===== src/rtl/uart_rx_frame_pkg.sv =====
// Shared definitions for the UART receive path: FSM states, parity encodings,
// default frame geometry and the 3-sample majority vote.
package uart_rx_frame_pkg;

    localparam int DEFAULT_WIDTH      = 8;
    localparam int DEFAULT_OVERSAMPLE = 8;

    localparam logic PAR_EVEN = 1'b0;
    localparam logic PAR_ODD  = 1'b1;

    typedef enum logic [2:0] {
        IDLE   = 3'd0,
        START  = 3'd1,
        DATA   = 3'd2,
        PARITY = 3'd3,
        STOP   = 3'd4
    } state_e;

    function automatic logic majority3(input logic a, input logic b, input logic c);
        return (a & b) | (a & c) | (b & c);
    endfunction

endpackage


===== src/rtl/uart_rx_sampler.sv =====
// Line front end: 2-flop synchronizer, per-cell sample counter and a
// mid-cell 3-sample majority vote.
module uart_rx_sampler
    import uart_rx_frame_pkg::*;
#(
    parameter int OVERSAMPLE = DEFAULT_OVERSAMPLE
) (
    input  logic CLK,
    input  logic RST,
    input  logic RX_IN,
    input  logic run_i,
    output logic rx_s_o,
    output logic bit_val_o,
    output logic sample_strobe_o,
    output logic cell_end_o
);

    localparam int CW = $clog2(OVERSAMPLE);
    localparam int M  = OVERSAMPLE / 2;
    localparam logic [CW-1:0] C_MM1  = CW'(M - 1);
    localparam logic [CW-1:0] C_M    = CW'(M);
    localparam logic [CW-1:0] C_MP1  = CW'(M + 1);
    localparam logic [CW-1:0] C_LAST = CW'(OVERSAMPLE - 1);

    logic          sync1_q, sync2_q;
    logic [CW-1:0] cnt_q, cnt_d;
    logic          samp_a_q, samp_b_q;

    // The counter only runs while the FSM is (or is about to be) inside a frame,
    // so it is back at 0 in every IDLE cycle.
    always_comb begin
        cnt_d = '0;
        if (run_i) begin
            cnt_d = (cnt_q == C_LAST) ? '0 : cnt_q + 1'b1;
        end
    end

    always_ff @(posedge CLK) begin
        if (RST) begin
            sync1_q  <= 1'b1;
            sync2_q  <= 1'b1;
            cnt_q    <= '0;
            samp_a_q <= 1'b0;
            samp_b_q <= 1'b0;
        end else begin
            sync1_q <= RX_IN;
            sync2_q <= sync1_q;
            cnt_q   <= cnt_d;
            if (cnt_q == C_MM1) samp_a_q <= sync2_q;
            if (cnt_q == C_M)   samp_b_q <= sync2_q;
        end
    end

    assign rx_s_o          = sync2_q;
    assign bit_val_o       = majority3(samp_a_q, samp_b_q, sync2_q);
    assign sample_strobe_o = (cnt_q == C_MP1);
    assign cell_end_o      = (cnt_q == C_LAST);

endmodule


===== src/rtl/uart_rx_frame.sv =====
// UART receiver: start detect, LSB-first deserializer, optional parity and
// stop checks, with 1-cycle result strobes.
module uart_rx_frame
    import uart_rx_frame_pkg::*;
#(
    parameter int WIDTH      = DEFAULT_WIDTH,
    parameter int OVERSAMPLE = DEFAULT_OVERSAMPLE
) (
    input  logic             CLK,
    input  logic             RST,
    input  logic             RX_IN,
    input  logic             parity_enable,
    input  logic             parity_type,
    output logic [WIDTH-1:0] P_DATA,
    output logic             Data_Valid,
    output logic             parity_error,
    output logic             stop_error,
    output logic             busy
);

    localparam int BW = (WIDTH > 1) ? $clog2(WIDTH) : 1;

    state_e           state_q, state_d;
    logic [BW-1:0]    bit_cnt_q, bit_cnt_d;
    logic [WIDTH-1:0] shift_q, shift_d;
    logic [WIDTH-1:0] pdata_q, pdata_d;
    logic             pen_q, pen_d;
    logic             ptype_q, ptype_d;
    logic             pmis_q, pmis_d;
    logic             dv_q, dv_d;
    logic             perr_q, perr_d;
    logic             serr_q, serr_d;
    logic             rx_s, bit_val, samp_stb, cell_end, run;

    assign run = (state_d != IDLE);

    uart_rx_sampler #(.OVERSAMPLE(OVERSAMPLE)) u_sampler (
        .CLK             (CLK),
        .RST             (RST),
        .RX_IN           (RX_IN),
        .run_i           (run),
        .rx_s_o          (rx_s),
        .bit_val_o       (bit_val),
        .sample_strobe_o (samp_stb),
        .cell_end_o      (cell_end)
    );

    always_comb begin
        state_d   = state_q;
        bit_cnt_d = bit_cnt_q;
        shift_d   = shift_q;
        pdata_d   = pdata_q;
        pen_d     = pen_q;
        ptype_d   = ptype_q;
        pmis_d    = pmis_q;
        dv_d      = 1'b0;
        perr_d    = 1'b0;
        serr_d    = 1'b0;
        case (state_q)
            IDLE: begin
                if (!rx_s) begin
                    state_d = START;
                    pen_d   = parity_enable;
                    ptype_d = parity_type;
                    pmis_d  = 1'b0;
                end
            end
            START: begin
                if (samp_stb && bit_val) begin
                    state_d = IDLE;
                end else if (cell_end) begin
                    state_d   = DATA;
                    bit_cnt_d = '0;
                end
            end
            DATA: begin
                if (samp_stb) shift_d = {bit_val, shift_q[WIDTH-1:1]};
                if (cell_end) begin
                    if (bit_cnt_q == BW'(WIDTH - 1)) state_d = pen_q ? PARITY : STOP;
                    else                             bit_cnt_d = bit_cnt_q + 1'b1;
                end
            end
            PARITY: begin
                if (samp_stb) begin
                    case (ptype_q)
                        PAR_EVEN: pmis_d = bit_val ^ (^shift_q);
                        default:  pmis_d = bit_val ^ (~^shift_q);
                    endcase
                end
                if (cell_end) state_d = STOP;
            end
            STOP: begin
                // Leave at mid-cell so a zero-idle next start edge is not missed.
                if (samp_stb) begin
                    state_d = IDLE;
                    serr_d  = !bit_val;
                    perr_d  = pen_q && pmis_q;
                    if (bit_val && !(pen_q && pmis_q)) begin
                        pdata_d = shift_q;
                        dv_d    = 1'b1;
                    end
                end
            end
            default: state_d = IDLE;
        endcase
    end

    always_ff @(posedge CLK) begin
        if (RST) begin
            state_q   <= IDLE;
            bit_cnt_q <= '0;
            shift_q   <= '0;
            pdata_q   <= '0;
            pen_q     <= 1'b0;
            ptype_q   <= 1'b0;
            pmis_q    <= 1'b0;
            dv_q      <= 1'b0;
            perr_q    <= 1'b0;
            serr_q    <= 1'b0;
        end else begin
            state_q   <= state_d;
            bit_cnt_q <= bit_cnt_d;
            shift_q   <= shift_d;
            pdata_q   <= pdata_d;
            pen_q     <= pen_d;
            ptype_q   <= ptype_d;
            pmis_q    <= pmis_d;
            dv_q      <= dv_d;
            perr_q    <= perr_d;
            serr_q    <= serr_d;
        end
    end

    assign P_DATA       = pdata_q;
    assign Data_Valid   = dv_q;
    assign parity_error = perr_q;
    assign stop_error   = serr_q;
    assign busy         = (state_q != IDLE);

endmodule

===== config.mk =====
export PLATFORM = sky130hd
export DESIGN_NAME = uart_rx_frame
export DESIGN_NICKNAME = d
export VERILOG_FILES = /design/src/rtl/uart_rx_frame_pkg.sv /design/src/rtl/uart_rx_sampler.sv /design/src/rtl/uart_rx_frame.sv
export SDC_FILE = /design/constraint.sdc
export NUM_CORES = 1
export LEC_CHECK = 0
export CAP_MARGIN = 20
export CORE_ASPECT_RATIO = 0.7
export CORE_MARGIN = 10
export CORE_UTILIZATION = 55
export DETAILED_ROUTE_END_ITERATION = 12
export GPL_ROUTABILITY_DRIVEN = 0
export PLACE_DENSITY = 0.8
export SLEW_MARGIN = 5
export SYNTH_ARGS = -nofsm -noshare
export SYNTH_HDL_FRONTEND = slang
export SYNTH_SLANG_ARGS = --single-unit
export TNS_END_PERCENT = 50

===== constraint.sdc =====
create_clock -name CLK -period 1.88 [get_ports CLK]
set_input_delay 0.188 -clock CLK [delete_from_list [all_inputs] [get_ports CLK]]
set_output_delay 0.188 -clock CLK [all_outputs]
set_load 0.05 [all_outputs]

Word level (Yosys, flattened, before mapping)
Cells that the tools add are included.
{"block": "totals", "regBits": 35, "input_bits": 5, "out_inout_bits": 12, "elab_cells": 81}
{"block": "op_classes", "n_addsub": 2, "n_eq_ne": 15, "n_mux": 19, "n_bitwise": 11, "n_reduce_logical": 19}
{"op": "3-bit 2-to-1 mux", "n": 12}
{"op": "3-bit equality test (second input constant)", "n": 5}
{"op": "3-bit one-hot mux with 5 select lines", "n": 1}
{"op": "2-bit != test (second input constant)", "n": 6}
{"op": "3-bit by 2-bit equality test with 1-bit output (second input constant)", "n": 3}
{"op": "8-bit XNOR reduction", "n": 1}
{"op": "8-bit parity", "n": 1}
{"op": "3-bit by 1-bit adder with 3-bit output (second input constant)", "n": 2}
{"op": "3-bit one-hot mux with 2 select lines", "n": 1}
{"op": "3-bit AND reduction", "n": 2}
{"op": "3-bit nonzero test", "n": 2}
{"op": "3-bit OR reduction", "n": 2}
{"op": "5-bit AND reduction", "n": 1}
{"op": "1-bit 2-to-1 mux", "n": 4}
{"op": "1-bit NOT", "n": 4}
{"op": "2-bit AND reduction", "n": 2}
{"op": "2-bit nonzero test", "n": 2}
{"op": "1-bit bitwise AND", "n": 3}
{"op": "3-bit by 1-bit equality test with 1-bit output (second input constant)", "n": 1}
{"op": "1-bit logical AND", "n": 3}
{"op": "3-bit zero test", "n": 1}
{"op": "1-bit zero test", "n": 2}
{"op": "1-bit OR", "n": 2}
{"op": "1-bit one-hot mux with 2 select lines", "n": 1}
{"op": "1-bit bitwise XOR", "n": 2}

Longest topological paths before layout
{"block": "depth", "word_depth": 9, "depth_mapped": 7, "ltp_nobuf": 6}

Cells and area by module
Synthesis repeated with hierarchy kept, for this count alone.
{"block": "hier_totals", "cells_unflattened": 160, "area_unflattened_um2": 1574.0}
{"module": "uart_rx_frame", "instances": 1, "cells_per_inst": 131, "area_each_um2": 1263.7, "seq_area_each_um2": 560.5}
{"module": "uart_rx_sampler", "instances": 1, "cells_per_inst": 29, "area_each_um2": 310.3, "seq_area_each_um2": 140.1}

Least setup slack after synthesis
No wires, ideal clock.
{"block": "synth_path", "path_kind": "reg2reg", "startpoint": "register u_sampler.sync2_q (netlist: u_sampler.rx_s_o)", "endpoint": "register bit_cnt_q[2]", "setup_ps": 133, "t_arrival_ps": 1387, "required_ps": 1747, "setup_slack_ps": 360, "stages_incl_launch_ff": 5, "path_buffers": 0, "synth_period_minus_slack_ps": 1520, "cell_sequence": "dfxtp_1 > maj3_4 > a2111oi_4 > o21a_2 > o32ai_1"}
{"block": "synth_between", "elab_chain_len": 6, "elab_cells_between_ends": 7, "classes_between": "eq/ne (1); bitwise (4); reduce/logical (2)"}
{"item": "start: declaration", "line_no": "uart_rx_sampler.sv:25", "text": "logic sync1_q, sync2_q;"}
{"item": "start signal: assignment", "line_no": "uart_rx_sampler.sv:47", "text": "sync2_q <= sync1_q;"}
{"item": "1-bit bitwise AND", "line_no": "uart_rx_frame_pkg.sv:20", "text": "return (a & b) | (a & c) | (b & c);"}
{"item": "1-bit OR", "line_no": "uart_rx_frame_pkg.sv:20"}
{"item": "1-bit OR *", "line_no": "uart_rx_frame_pkg.sv:20"}
{"item": "1-bit logical AND *", "line_no": "uart_rx_frame.sv:69", "text": "if (samp_stb && bit_val) begin"}
{"item": "2-bit != test (no source line) *"}
{"item": "5-bit AND reduction (no source line) *"}
{"item": "end signal: assignment", "line_no": "uart_rx_frame.sv:122", "text": "bit_cnt_q <= bit_cnt_d;"}
{"item": "end: declaration", "line_no": "uart_rx_frame.sv:24", "text": "logic [BW-1:0] bit_cnt_q, bit_cnt_d;"}
Mark *: on every way between the ends. The rest lies on a longest branch, timed or not.
A chain may end at the register's enable or synchronous reset.

Worst setup path in the final report
{"block": "layout_path", "startpoint": "register u_sampler.cnt_q[0]", "endpoint": "register shift_q[2]"}
{"block": "layout_between", "elab_chain_len": 2}
{"item": "start: declaration", "line_no": "uart_rx_sampler.sv:26", "text": "logic [CW-1:0] cnt_q, cnt_d;"}
{"item": "start signal: assignment", "line_no": "uart_rx_sampler.sv:48", "text": "cnt_q <= cnt_d;"}
{"item": "3-bit equality test", "line_no": "uart_rx_sampler.sv:56", "text": "assign sample_strobe_o = (cnt_q == C_MP1);"}
{"item": "2-bit AND reduction (no source line)"}
{"item": "end signal: assignment", "line_no": "uart_rx_frame.sv:123", "text": "shift_q <= shift_d;"}
{"item": "end: declaration", "line_no": "uart_rx_frame.sv:25", "text": "logic [WIDTH-1:0] shift_q, shift_d;"}
No other way between the ends.

==> results.ini <==
[timing]
fmax_mhz=572
timing.final.crit_share_pct=93.0
post-route-min-period_ps=1750
max_slew_margin_pct=66.4
fin_setup_tns_ps=0
hold_viol_final=0
tightestPinTransition_ps=502
maxSlewViolCount=0
grt_setup_unrepaired=no
finalSetupViolCount=0
skew_ps=5.07

[drt]
routed_wl_um=3140
avgViaCountPerCell=5.55
antenna_left=0
vias=1198
remaining_drc_errors=0
drtIter0Drc=140
first_pass_iters=4
wire_per_inst_um=14.5

[global_route]
grt_pass1_wl_um=5360
grt.total_usage_pct=12.0
gr-total-overflow=0
grt_max_degree=33
grt_pass1_vias=1162
antenna_found_initial=0

[cells_and_area]
area_growth_pct=19.6
final_nets=191
n_antenna_cell=0
seqCellArea_um2=701
layout_common_cells=35 x dfxtp_1, 27 x nor2_1, 19 x mux2i_1, 15 x clkdlybuf4s50_1, 10 x nand2_1
final_common_cell=dfxtp_1
fillers=209
drive_above_1_share_pct=11.7
multi_input_area_um2=815
final_core_util_pct=68.0

[clock_network]
clockBufferDepth=2
path_clk_slew_ps=70
cts_resized=0
cts-buffers-inserted=5
cts_tree=yes
htreeDepth=2
clock_latency_ps=290
cts_root_buf=clkbuf_8
hold_buffers=0
cts.sinks=35
postCtsSetupRepairBufs=0

[floorplan]
die_w_um=84.1
io_pins=17
start_util_pct=56.8
dieArea_mm2=0.00545
coreArea_mm2=0.00278
dieHeight_um=64.9
num_rows=16

[power]
power.leakage_nw=0.763
irDropWorstVdd_v=0.000708
power.density_mw_per_mm2=795

[worst_setup_path]
cp.depth=5
crit_type=reg2reg
worstPathMaxFanout=8
max_stage_delay_ps=440
cp_cell_sequence=ha_1, and4b_1, and2_1, mux2i_1, nor2_1
critPathRequiredTime_ps=2050
arrival_ps=1920
critPathCaptureType=flip-flop
worstRegToRegCells=5
crit_family=simple AND/OR/NAND/NOR gates
slowest_stage=and2_1
path_buf_inv=0
worst_setup_path_start_kind=flip-flop

[synthesis]
yosys.area.top_type=dfxtp_1
synthArstFlopShare_pct=0
synth_edf_count=0
ys_types=36
ys_seq_area_share_pct=44.3
ys_ff_latch=35
synth_area_mm2=0.00158
synth_warnings=0
ys_top_cells_by_area=dfxtp_1 44%, mux2i_1 12%, nor2_1 6.4%, ha_1 5.5%, xnor3_1 2.8%
avgSynthCellArea_um2=9.82
syn-instance-count=161
synth_top_area_share_pct=44.3
syn-num-nets=173
synth_flop_cell=dfxtp_1

[placed_design]
place_hpwl_um=2330
port_buffers=16

[worst_hold_path]
hold_depth=1
min_path_type=reg2reg

[run]
max_cap_violations=0

[outcome]
status=finished, final reports clean

==> state kept, by name, summed over array words and instances (netlist names) <==
name	flops
Data_Valid	1
P_DATA	8
bit_cnt_q	3
parity_error	1
pen_q	1
pmis_q	1
ptype_q	1
shift_q	8
state_q	3
stop_error	1
u_sampler.cnt_q	3
u_sampler.rx_s_o	1
u_sampler.samp_a_q	1
u_sampler.samp_b_q	1
u_sampler.sync1_q	1
==> routing by layer <==
metal / GRT usage (%) / wire length, um / up-vias
li1: - / - / 588
met1: 13.6 / 1390 / 572
met2: 19.2 / 1480 / 31
met3: 4.87 / 203 / 7
met4: 5.83 / 64 / 0
met5: 0 / 0 / -
==> final timing paths <==
check | startpoint | end | slack, ps
worst max-delay path | u_sampler.cnt_q[0]$_SDFF_PP0_ | shift_q[2]$_SDFFE_PP0P_ | 130
worst min-delay path | u_sampler.sync1_q$_SDFF_PP1_ | u_sampler.rx_s_o$_SDFF_PP1_ | 430
worst max register to register | u_sampler.cnt_q[0]$_SDFF_PP0_ | shift_q[2]$_SDFFE_PP0P_ | 130
worst min register to register | u_sampler.sync1_q$_SDFF_PP1_ | u_sampler.rx_s_o$_SDFF_PP1_ | 430
==> Yosys cell counts (all sizes together) (2+ instances only) <==
library cell and instances:
xnor3 2, nor2b 2, or3 2, a21oi 2
inv 9, buf 2, mux2i 19, and2 3
or2 2, dfxtp 35, clkbuf 6, xnor2 3
ha 7, a2111oi 2, nor4 3, o21ai 2
nand2 10, nor2 27, o32ai 3, nand3 5
==> layout make-up <==
cell class | count | share of cell area, %
clock buffers | 6 | 4.37
clock inverters | 2 | 1.85
inverters | 9 | 1.79
multi-input cells | 109 | 43.1
flip-flops and latches | 35 | 37.0
well taps | 36 | 2.38
repair buffers | 19 | 9.52
==> metrics by stage <==
stage / hold WS, ps / instance area [um^2] / power (W) / setup WS (ps) / std cells
after floorplan: 292 / 1580 / 0.000811 / 360 / 161
after global placement: 416 / 1770 / 0.000830 / 215 / 208
after detailed placement: 413 / 1770 / 0.000833 / 159 / 208
after CTS: 429 / 1890 / 0.00152 / 130 / 216
after global routing: 443 / 1890 / 0.00156 / 22.9 / 216
final: 429 / 1890 / 0.00150 / 131 / 216
==> cells by family (layout without fill, tap and decap cells) <==
family,after synthesis,in the layout,synth area share [%]
flip-flops,35,35,44.3
AO/OA/AOI/OAI,15,15,8.70
buffers and inverters,17,36,4.19
AND/OR/NAND/NOR,61,61,19.3
XOR/XNOR,6,6,5.06
multiplexers,19,19,12.0
adder cells (fa/ha/maj),8,8,6.41
==> power by group <==
part | total [W] | switching, W | leakage (nW) | internal (W)
logic | 0.0000618 | 0.0000352 | 0.419 | 0.0000266
clock network | 0.000688 | 0.000259 | 0.0612 | 0.000429
registers | 0.000755 | 0.00000776 | 0.283 | 0.000748
total | 0.00150 | 0.000302 | 0.763 | 0.00120
(Power assumes the default switching activity.)
